<file path="src/rtl/tpi_handshake_if.sv">
// rtl/tpi_handshake_if.sv - host, port A and handshake signal bundle for tpi_handshake
interface tpi_handshake_if;
    logic [7:0] tx_data;
    logic       tx_valid;
    logic       tx_ready;
    logic [7:0] rx_data;
    logic       rx_valid;
    logic       rx_ack;
    logic       mode;
    logic [7:0] pa_in;
    logic [7:0] pa_out;
    logic       pa_oe;
    logic       dav_out;
    logic       ack_in;
    logic       dav_in;
    logic       ack_out;
    logic       busy;
    logic       timeout_err;
    logic       err_clr;

    // Design side
    modport slave (
        input  tx_data, tx_valid, rx_ack, mode, pa_in, ack_in, dav_in, err_clr,
        output tx_ready, rx_data, rx_valid, pa_out, pa_oe, dav_out, ack_out,
        output busy, timeout_err
    );

    // Host / peer side
    modport master (
        output tx_data, tx_valid, rx_ack, mode, pa_in, ack_in, dav_in, err_clr,
        input  tx_ready, rx_data, rx_valid, pa_out, pa_oe, dav_out, ack_out,
        input  busy, timeout_err
    );
endinterface

</file>
<file path="src/rtl/tpi_handshake.sv">
// rtl/tpi_handshake.sv - parallel port DAV/ACK handshake engine with transmit FIFO
module tpi_handshake #(
    parameter int FIFO_DEPTH = 4,
    parameter int TIMEOUT    = 255
) (
    input  logic            i_clk,
    input  logic            i_rst,
    tpi_handshake_if.slave  bus
);
    localparam int         AW       = $clog2(FIFO_DEPTH);
    localparam logic [7:0] TMO_LAST = 8'(TIMEOUT - 1);

    typedef enum logic [2:0] {
        IDLE, TX_SETUP, TX_WAIT_HI, TX_WAIT_LO, RX_WAIT_LO, ERROR
    } state_t;

    state_t        r_state;
    logic          r_ack_s1, r_ack_s2, r_dav_s1, r_dav_s2;
    logic [7:0]    r_mem [FIFO_DEPTH];
    logic [AW-1:0] r_wr_ptr, r_rd_ptr;
    logic [AW:0]   r_count;
    logic [7:0]    r_tmo_cnt;
    logic [7:0]    r_pa_out, r_rx_data;
    logic          r_pa_oe, r_dav_out, r_ack_out, r_rx_valid, r_timeout_err;

    logic          w_tx_ready, w_push, w_pop, w_tmo_hit;

    assign w_tx_ready = (r_count != (AW+1)'(FIFO_DEPTH));
    assign w_push     = bus.tx_valid && w_tx_ready;
    // The head byte leaves the FIFO only once the peer has acknowledged it.
    assign w_pop      = (r_state == TX_WAIT_HI) && r_ack_s2;
    assign w_tmo_hit  = (r_tmo_cnt == TMO_LAST);

    assign bus.tx_ready    = w_tx_ready;
    assign bus.rx_data     = r_rx_data;
    assign bus.rx_valid    = r_rx_valid;
    assign bus.pa_out      = r_pa_out;
    assign bus.pa_oe       = r_pa_oe;
    assign bus.dav_out     = r_dav_out;
    assign bus.ack_out     = r_ack_out;
    assign bus.busy        = (r_state != IDLE);
    assign bus.timeout_err = r_timeout_err;

    // Two-flop synchronizers for the asynchronous peer strobes
    always_ff @(posedge i_clk) begin
        if (i_rst) begin
            r_ack_s1 <= 1'b0;
            r_ack_s2 <= 1'b0;
            r_dav_s1 <= 1'b0;
            r_dav_s2 <= 1'b0;
        end else begin
            r_ack_s1 <= bus.ack_in;
            r_ack_s2 <= r_ack_s1;
            r_dav_s1 <= bus.dav_in;
            r_dav_s2 <= r_dav_s1;
        end
    end

    // FIFO storage write; contents are don't-care while the FIFO is empty
    always_ff @(posedge i_clk) begin
        if (w_push) begin
            r_mem[r_wr_ptr] <= bus.tx_data;
        end
    end

    // FIFO pointers and occupancy; power-of-two depth lets the pointers wrap naturally
    always_ff @(posedge i_clk) begin
        if (i_rst) begin
            r_wr_ptr <= '0;
            r_rd_ptr <= '0;
            r_count  <= '0;
        end else begin
            if (w_push) r_wr_ptr <= r_wr_ptr + 1'b1;
            if (w_pop)  r_rd_ptr <= r_rd_ptr + 1'b1;
            case ({w_push, w_pop})
                2'b10:   r_count <= r_count + 1'b1;
                2'b01:   r_count <= r_count - 1'b1;
                default: r_count <= r_count;
            endcase
        end
    end

    // Handshake FSM with registered strobes, receive holding register and timeout counter
    always_ff @(posedge i_clk) begin
        if (i_rst) begin
            r_state       <= IDLE;
            r_tmo_cnt     <= '0;
            r_pa_out      <= 8'h00;
            r_pa_oe       <= 1'b0;
            r_dav_out     <= 1'b0;
            r_ack_out     <= 1'b0;
            r_rx_data     <= 8'h00;
            r_rx_valid    <= 1'b0;
            r_timeout_err <= 1'b0;
        end else begin
            // Host consumption; a capture below in the same cycle takes priority
            if (bus.rx_ack) r_rx_valid <= 1'b0;

            case (r_state)
                IDLE: begin
                    r_tmo_cnt <= '0;
                    if (!bus.mode) begin
                        if (r_count != '0) begin
                            r_pa_out <= r_mem[r_rd_ptr];
                            r_pa_oe  <= 1'b1;
                            r_state  <= TX_SETUP;
                        end
                    end else if (r_dav_s2 && !r_rx_valid) begin
                        r_rx_data  <= bus.pa_in;
                        r_rx_valid <= 1'b1;
                        r_ack_out  <= 1'b1;
                        r_state    <= RX_WAIT_LO;
                    end
                end
                TX_SETUP: begin
                    r_tmo_cnt <= '0;
                    r_dav_out <= 1'b1;
                    r_state   <= TX_WAIT_HI;
                end
                TX_WAIT_HI: begin
                    if (r_ack_s2) begin
                        r_tmo_cnt <= '0;
                        r_dav_out <= 1'b0;
                        r_state   <= TX_WAIT_LO;
                    end else if (w_tmo_hit) begin
                        r_tmo_cnt     <= '0;
                        r_timeout_err <= 1'b1;
                        r_dav_out     <= 1'b0;
                        r_ack_out     <= 1'b0;
                        r_pa_oe       <= 1'b0;
                        r_state       <= ERROR;
                    end else begin
                        r_tmo_cnt <= r_tmo_cnt + 1'b1;
                    end
                end
                TX_WAIT_LO: begin
                    if (!r_ack_s2) begin
                        r_tmo_cnt <= '0;
                        r_pa_oe   <= 1'b0;
                        r_state   <= IDLE;
                    end else if (w_tmo_hit) begin
                        r_tmo_cnt     <= '0;
                        r_timeout_err <= 1'b1;
                        r_dav_out     <= 1'b0;
                        r_ack_out     <= 1'b0;
                        r_pa_oe       <= 1'b0;
                        r_state       <= ERROR;
                    end else begin
                        r_tmo_cnt <= r_tmo_cnt + 1'b1;
                    end
                end
                RX_WAIT_LO: begin
                    if (!r_dav_s2) begin
                        r_tmo_cnt <= '0;
                        r_ack_out <= 1'b0;
                        r_state   <= IDLE;
                    end else if (w_tmo_hit) begin
                        r_tmo_cnt     <= '0;
                        r_timeout_err <= 1'b1;
                        r_dav_out     <= 1'b0;
                        r_ack_out     <= 1'b0;
                        r_pa_oe       <= 1'b0;
                        r_state       <= ERROR;
                    end else begin
                        r_tmo_cnt <= r_tmo_cnt + 1'b1;
                    end
                end
                ERROR: begin
                    r_tmo_cnt <= '0;
                    r_dav_out <= 1'b0;
                    r_ack_out <= 1'b0;
                    r_pa_oe   <= 1'b0;
                    if (bus.err_clr) begin
                        r_timeout_err <= 1'b0;
                        r_state       <= IDLE;
                    end
                end
                default: begin
                    r_tmo_cnt <= '0;
                    r_state   <= IDLE;
                end
            endcase
        end
    end
endmodule

</file>
<file path="src/flat_wrapper.sv">
// flat-port wrapper written by rule: the top's interface ports become plain ports
module tpi_handshake_flat 
#(
    parameter int FIFO_DEPTH = 4,
    parameter int TIMEOUT    = 255
)
  (i_clk, i_rst, bus_tx_data, bus_tx_valid, bus_rx_ack, bus_mode, bus_pa_in, bus_ack_in, bus_dav_in, bus_err_clr, bus_tx_ready, bus_rx_data, bus_rx_valid, bus_pa_out, bus_pa_oe, bus_dav_out, bus_ack_out, bus_busy, bus_timeout_err);
  tpi_handshake_if bus_i ();
  input  logic i_clk;
  input  logic i_rst;
  input wire logic [$bits(bus_i.tx_data)-1:0] bus_tx_data;
  input wire logic [$bits(bus_i.tx_valid)-1:0] bus_tx_valid;
  input wire logic [$bits(bus_i.rx_ack)-1:0] bus_rx_ack;
  input wire logic [$bits(bus_i.mode)-1:0] bus_mode;
  input wire logic [$bits(bus_i.pa_in)-1:0] bus_pa_in;
  input wire logic [$bits(bus_i.ack_in)-1:0] bus_ack_in;
  input wire logic [$bits(bus_i.dav_in)-1:0] bus_dav_in;
  input wire logic [$bits(bus_i.err_clr)-1:0] bus_err_clr;
  output wire logic [$bits(bus_i.tx_ready)-1:0] bus_tx_ready;
  output wire logic [$bits(bus_i.rx_data)-1:0] bus_rx_data;
  output wire logic [$bits(bus_i.rx_valid)-1:0] bus_rx_valid;
  output wire logic [$bits(bus_i.pa_out)-1:0] bus_pa_out;
  output wire logic [$bits(bus_i.pa_oe)-1:0] bus_pa_oe;
  output wire logic [$bits(bus_i.dav_out)-1:0] bus_dav_out;
  output wire logic [$bits(bus_i.ack_out)-1:0] bus_ack_out;
  output wire logic [$bits(bus_i.busy)-1:0] bus_busy;
  output wire logic [$bits(bus_i.timeout_err)-1:0] bus_timeout_err;
  assign bus_i.tx_data = bus_tx_data;
  assign bus_i.tx_valid = bus_tx_valid;
  assign bus_i.rx_ack = bus_rx_ack;
  assign bus_i.mode = bus_mode;
  assign bus_i.pa_in = bus_pa_in;
  assign bus_i.ack_in = bus_ack_in;
  assign bus_i.dav_in = bus_dav_in;
  assign bus_i.err_clr = bus_err_clr;
  assign bus_tx_ready = bus_i.tx_ready;
  assign bus_rx_data = bus_i.rx_data;
  assign bus_rx_valid = bus_i.rx_valid;
  assign bus_pa_out = bus_i.pa_out;
  assign bus_pa_oe = bus_i.pa_oe;
  assign bus_dav_out = bus_i.dav_out;
  assign bus_ack_out = bus_i.ack_out;
  assign bus_busy = bus_i.busy;
  assign bus_timeout_err = bus_i.timeout_err;
  tpi_handshake #(.FIFO_DEPTH(FIFO_DEPTH), .TIMEOUT(TIMEOUT)) u_core (.i_clk(i_clk), .i_rst(i_rst), .bus(bus_i));
endmodule
</file>
<file path="config.mk">
export PLATFORM = sky130hd
export DESIGN_NAME = tpi_handshake_flat
export DESIGN_NICKNAME = d
export VERILOG_FILES = /design/src/rtl/tpi_handshake_if.sv /design/src/rtl/tpi_handshake.sv /design/src/flat_wrapper.sv
export SDC_FILE = /design/constraint.sdc
export NUM_CORES = 1
export LEC_CHECK = 0
export CORE_ASPECT_RATIO = 1.2
export CORE_MARGIN = 8
export CORE_UTILIZATION = 48
export CTS_CLUSTER_DIAMETER = 150
export CTS_CLUSTER_SIZE = 14
export DETAILED_ROUTE_END_ITERATION = 7
export GPL_TIMING_DRIVEN = 0
export HOLD_SLACK_MARGIN = 0.02
export PLACE_DENSITY_LB_ADDON = 0.2
export SLEW_MARGIN = 20
export SYNTH_ARGS = -nofsm -noshare
export SYNTH_HDL_FRONTEND = slang
export SYNTH_SLANG_ARGS = --single-unit
</file>
<file path="constraint.sdc">
create_clock -name i_clk -period 2.2 [get_ports i_clk]
set_input_delay 0.44 -clock i_clk [delete_from_list [all_inputs] [get_ports i_clk]]
set_output_delay 0.44 -clock i_clk [all_outputs]
set_load 0.05 [all_outputs]
</file>
==> results.toml, run 1 <==
[worst_setup_path]
worst-path-buf-inv = 2
critical_path.reg2reg.startpoint = "u_core.r_count[2]"
timing_worst_setup_path_type = "flip-flop to flip-flop"
worstPathCellList = "or3b_4, and2_4, inv_4, ha_4, inv_1, fa_2, xor2_1, or3_1, a21oi_1"
worst-endpoint-required_ns = 2.47
longest_individual_stage_delay_on_the_worst_path_ns = 0.41
timing.critical_path.from = "u_core.r_count[2]"
critPathArrivalTime_ns = 2.42
start_kind = "flip-flop"
end_kind = "flip-flop"
crit_family = "simple AND/OR/NAND/NOR gates"
worst-path-max-fanout = 6
worst_path_cell_with_the_longest_stage_delay = "sky130_fd_sc_hd__or3b_4"

[clock_tree]
worst_case_clock_buffer_depth = 2
clock_sink_count = 75
cts_tree = "built"
cts_inserted_buffers = 9
clkLatencyLatePin_ns = 0.34
htreeDepth = 3
post_cts_hold_buffer_count = 0
cts.root.buffer_cell = "sky130_fd_sc_hd__clkbuf_8"
path_clk_slew_ns = 0.08

[layout]
share_of_final_layout_standard_cells_stronger_than_drive_strength_1_pct = 14.46
multiInputGateArea_um2 = 1234
fill_cell_total_of_the_finished_layout = 529
final_design_area_no_fill_um2 = 3989
share_of_the_core_filled_with_cells_in_the_final_layout_pct = 62.27
growth_of_design_area_from_synthesis_to_finish_pct = 25.41
layout.cells.most_common_list = "sky130_fd_sc_hd__clkdlybuf4s50_1 (43), sky130_fd_sc_hd__dfxtp_1 (39), sky130_fd_sc_hd__nor2_1 (38), sky130_fd_sc_hd__edfxtp_1 (32), sky130_fd_sc_hd__mux2i_1 (17)"
final_common_cell = "sky130_fd_sc_hd__clkdlybuf4s50_1"
final-seq-area_um2 = 1827
antennaDiodeCount = 0
num-nets-final = 359
post_layout_nonfiller_instances = 417

[drt]
ant_nets = 0
dr_total_vias = 2162
drtIter0Drc = 64
drt-vias-per-instance = 5.185
route.detailed.drc = 0
postRouteWirelength_mm = 6.225
detail_route.first_pass.iterations = 5
routedWlPerCell_um = 14.93

[floorplan]
die-width_um = 90.31
die_h_um = 105.2
core_um2 = 6406
floorplan.initialDensity_pct = 49.65
die-area_um2 = 9498
boundaryPins = 47
rows = 32

[synthesis]
area_of_the_mapped_netlist_um2 = 3181
yosysSeqAreaShare_pct = 57.28
ys.flop_type = "sky130_fd_sc_hd__dfxtp_1"
yosysUniqueCellTypes = 49
syn_nets = 300
synthArstFlopShare_pct = 0
post_synth_inst_count = 268
avgSynthCellArea_um2 = 11.87
synth_seq_cells = 75
synth_enable_flop_cells = 32
synth_warnings = 0

[grt]
grt.met3_usage_pct = 4.080
global_route.peak_usage_layer = "met2"
global_route.usage.met1_pct = 15.14
grt_start_max_net_pins = 14
grt_usage_pct = 13.40
antenna_found_initial = 0
first_global_vias = 2147
grt_first_pass_wirelength_mm = 10.17
grt_remaining_overflow = 0
grtUsageMet2_pct = 22.39

[worst_hold_path]
min-delay-path-class = "flip-flop to flip-flop"
timing.hold.worst.start = "u_core.r_ack_s1"

[timing]
finClkSkew_ns = 0.007667
final.hold.worst_slack_ns = 0.4310
max_slew.worst_pin.slew_ns = 0.7987
setup_viol = 0
timing.slew.headroom_pct = 46.76
shortest_period_the_worst_path_allows_ns = 2.153
timing_hold_violations_final = 0
finalCritPeriodShare_pct = 97.88
setup-tns-final_ns = 0
final_critical_path_setup_slack_ns = 0.04664
fmax_mhz = 464.4
final_max_slew_viol_count = 0

[place]
hpwlAfterDp_mm = 4.297
detailed_place.area_um2 = 3749
placed_cells_incl_taps = 398
gp_congestion = 0.8994
port-buffer-count = 45
pre_cts_slack_ns = -0.1890

[power]
finalPower_mw = 3.030
vdd_ir_drop_max_mv = 0.5526
pwr_density_cell_nw_per_um2 = 759.7
p_leak_nw = 1.367

[run_status]
run_status = "finished clean"

[run]
drv.max_cap_violation_count = 0
[cells in the mapped netlist (2+ instances only)]
master                     instances  area [µm²]
sky130_fd_sc_hd__a31oi_1           3       18.77
sky130_fd_sc_hd__mux4_2            8       180.2
sky130_fd_sc_hd__xnor2_1           7       61.31
sky130_fd_sc_hd__a211oi_1          2       15.01
sky130_fd_sc_hd__buf_6             3       33.78
sky130_fd_sc_hd__edfxtp_1         32       960.9
sky130_fd_sc_hd__and4bb_2          2       25.02
sky130_fd_sc_hd__dfxtp_1          43       860.8
sky130_fd_sc_hd__inv_1            13       48.80
sky130_fd_sc_hd__mux2i_1          17       170.2
sky130_fd_sc_hd__clkbuf_1         10       37.54
sky130_fd_sc_hd__xor2_1            5       43.79
sky130_fd_sc_hd__or3_1             3       18.77
sky130_fd_sc_hd__nor3_1            4       20.02
sky130_fd_sc_hd__o21ai_0           8       40.04
sky130_fd_sc_hd__buf_4             2       15.01
sky130_fd_sc_hd__nor2b_1           6       37.54
sky130_fd_sc_hd__a21oi_1           9       45.04
sky130_fd_sc_hd__nor2_1           38       142.6
sky130_fd_sc_hd__and3_1            5       31.28
sky130_fd_sc_hd__nand3_1           4       20.02
sky130_fd_sc_hd__ha_1              7       87.58
sky130_fd_sc_hd__nand2_1          10       37.54
sky130_fd_sc_hd__o22ai_1           2       12.51
[layout make-up]
cell class	count	share of cell area (%)
Multi-Input combinational cell	163	30.93
Buffer	17	2.509
Clock buffer	11	3.545
Clock inverter	5	1.568
Timing Repair Buffer	48	11.70
Inverter	13	1.286
Tap cell	85	2.666
Sequential cell	75	45.80
[state kept, by name, indices dropped and copies added, names as in the netlist]
signal,cells
u_core.bus.pa_oe,1
u_core.bus.ack_out,1
u_core.bus.dav_out,1
u_core.r_tmo_cnt,8
u_core.bus.rx_valid,1
u_core.r_wr_ptr,2
u_core.r_mem,32
u_core.bus.timeout_err,1
u_core.r_ack_s2,1
u_core.r_count,3
u_core.r_state,3
u_core.bus.pa_out,8
u_core.r_rd_ptr,2
u_core.r_ack_s1,1
u_core.bus.rx_data,8
u_core.r_dav_s2,1
u_core.r_dav_s1,1
[cell families after synthesis]
family,count (synthesis),share of synthesized area [%]
fa+ha+maj,8,3.383
mux,25,11.01
buf+inv,30,4.563
flops,75,57.28
compound gates,35,7.081
xor+xnor,12,3.304
simple gates,83,13.38
[metal layers]
metal	vias to the layer above	wire, µm
met3	12	345
met2	71	3060
li1	1068	-
met5	-	0
met4	0	103
met1	1011	2716
[timing repair]
item	in CTS	in global routing
pin swaps	1	0
setup endpoints to repair	3	2
setup buffers	1	2
gates resized for setup	5	6
[worst register-to-register path: stages (launching register included)]
cell and delay, ns:
sky130_fd_sc_hd__dfxtp_2 0.35, sky130_fd_sc_hd__or3b_4 0.41, sky130_fd_sc_hd__and2_4 0.17, sky130_fd_sc_hd__inv_4 0.06
sky130_fd_sc_hd__ha_4 0.13, sky130_fd_sc_hd__inv_1 0.05, sky130_fd_sc_hd__fa_2 0.33, sky130_fd_sc_hd__xor2_1 0.15
sky130_fd_sc_hd__or3_1 0.31, sky130_fd_sc_hd__a21oi_1 0.12
[final timing paths]
kind | to | slack (ns) | cells past startpoint
worst max-delay path | u_core.r_count[2] | 0.05 | 9
worst min-delay path | u_core.r_ack_s2 | 0.43 | 1
worst max register to register | u_core.r_count[2] | 0.05 | 9
worst min register to register | u_core.r_ack_s2 | 0.43 | 1
[power by group]
group	switching [mW]	internal, mW
clock network	0.507	0.559
logic	0.240	0.179
registers	0.0293	1.52
total	0.776	2.25
Power figures use the tool's default switching activity.
==> inputs of run 2 (changes only) <==
- MAX_ROUTING_LAYER: not set -> met4
==> results.toml, run 2 (same netlist as run 1, synthesis figures left out) <==
[power]
pwr_density_cell_nw_per_um2 = 759.1
finalPower_mw = 3.027
vdd_ir_drop_max_mv = 0.5523
p_leak_nw = 1.367

[drt]
drtIter0Drc = 53
route.detailed.drc = 0
dr_total_vias = 2145
drt-vias-per-instance = 5.144
routedWlPerCell_um = 14.87
postRouteWirelength_mm = 6.202
detail_route.first_pass.iterations = 4
ant_nets = 0

[timing]
final_critical_path_setup_slack_ns = 0.04763
shortest_period_the_worst_path_allows_ns = 2.152
setup_viol = 0
timing_hold_violations_final = 0
fmax_mhz = 464.6
finalCritPeriodShare_pct = 97.84
max_slew.worst_pin.slew_ns = 0.7958
finClkSkew_ns = 0.009802
final_max_slew_viol_count = 0
timing.slew.headroom_pct = 46.94
final.hold.worst_slack_ns = 0.4292

[clock_tree]
worst_case_clock_buffer_depth = 2
htreeDepth = 3
cts_inserted_buffers = 9
cts_tree = "built"
path_clk_slew_ns = 0.08
clkLatencyLatePin_ns = 0.34
cts.root.buffer_cell = "sky130_fd_sc_hd__clkbuf_8"
clock_sink_count = 75

[layout]
num-nets-final = 359
post_layout_nonfiller_instances = 417
registers.top_by_ff_count = "u_core.r_mem"
growth_of_design_area_from_synthesis_to_finish_pct = 25.37
antennaDiodeCount = 0
max_ffs_per_register = 32
final_common_cell = "sky130_fd_sc_hd__clkdlybuf4s50_1"
share_of_final_layout_standard_cells_stronger_than_drive_strength_1_pct = 14.16
layout.cells.most_common_list = "sky130_fd_sc_hd__clkdlybuf4s50_1 (43), sky130_fd_sc_hd__dfxtp_1 (40), sky130_fd_sc_hd__nor2_1 (38), sky130_fd_sc_hd__edfxtp_1 (32), sky130_fd_sc_hd__mux2i_1 (17)"

[worst_hold_path]
min-delay-path-class = "flip-flop to flip-flop"

[place]
placed_cells_incl_taps = 398
gp_congestion = 0.9146
hpwlAfterDp_mm = 4.297
pre_cts_slack_ns = -0.1890
port-buffer-count = 45

[floorplan]
die-width_um = 90.31
die_h_um = 105.2
core_um2 = 6406
die-area_um2 = 9498
rows = 32
floorplan.initialDensity_pct = 49.65
boundaryPins = 47

[grt]
grt_start_max_net_pins = 14
grt.met3_usage_pct = 3.651
global_route.peak_usage_layer = "met2"
first_global_vias = 2138
grtUsageMet2_pct = 22.34
grt_first_pass_wirelength_mm = 10.18
grt_usage_pct = 13.87
grt_remaining_overflow = 0
global_route.usage.met1_pct = 15.62
antenna_found_initial = 0

[worst_setup_path]
start_kind = "flip-flop"
end_kind = "flip-flop"
timing_worst_setup_path_type = "flip-flop to flip-flop"
worst-path-max-fanout = 6
critPathArrivalTime_ns = 2.41
worst-endpoint-required_ns = 2.46

[run]
drv.max_cap_violation_count = 0

[run_status]
run_status = "finished clean"
[run 2: cell types whose count changed in the layout (fill, tap and decap cells not counted)]
cell / before / now
sky130_fd_sc_hd__dfxtp_1: 39 / 40
sky130_fd_sc_hd__dfxtp_2: 4 / 3
[run 2: final cells by class]
class	count	area [µm²]
Clock inverter	5	62.56
Inverter	13	51.30
Clock buffer	11	141.4
Sequential cell	75	1826
Buffer	17	100.1
Tap cell	85	106.4
Fill cell	530	2419
Timing Repair Buffer	48	466.7
Multi-Input combinational cell	163	1234
[run 2: per-layer routing]
metal  vias to the layer above  share of wire (%)
met4                         0                2.0
met3                        12                4.3
met5                         -                  0
met1                      1011                 45
met2                        57                 49
li1                       1065                  -
[run 2: repair_timing]
action	CTS	global route
gates cloned	0	0
setup endpoints to repair	3	2
buffers inserted	1	2
hold buffers	0	0
pin swaps	1	0
resized for setup	5	5
[run 2: final timing paths]
check               startpoint                end  slack, ns  cells past startpoint
min            u_core.r_ack_s1    u_core.r_ack_s2       0.43                      1
max          u_core.r_count[1]  u_core.r_count[2]       0.05                      9
min reg2reg    u_core.r_ack_s1    u_core.r_ack_s2       0.43                      1
max reg2reg  u_core.r_count[1]  u_core.r_count[2]       0.05                      9
[run 2: critical path: stages, from the launching register on]
cell and delay, ns:
sky130_fd_sc_hd__dfxtp_1 0.34, sky130_fd_sc_hd__or3b_4 0.41, sky130_fd_sc_hd__and2_4 0.17, sky130_fd_sc_hd__inv_4 0.06
sky130_fd_sc_hd__ha_4 0.13, sky130_fd_sc_hd__inv_1 0.05, sky130_fd_sc_hd__fa_2 0.33, sky130_fd_sc_hd__xor2_1 0.15
sky130_fd_sc_hd__or3_1 0.31, sky130_fd_sc_hd__a21oi_1 0.12
[run 2: power by group]
part / total, mW / internal [mW] / switching [mW]
Combinational: 0.418 / 0.179 / 0.239
Sequential: 1.55 / 1.52 / 0.0294
Clock: 1.06 / 0.559 / 0.504
[run 2: per-stage QoR]
stage	cell area [µm²]	util, %	setup TNS [ns]
3_5_place_dp	3749	58.52	-0.2497
6_report	3988	62.25	0
4_1_cts	3963	61.86	0
2_1_floorplan	3192	-	0
5_1_grt	3988	62.25	-0.01711
3_3_place_gp	3749	58.52	-0.1666
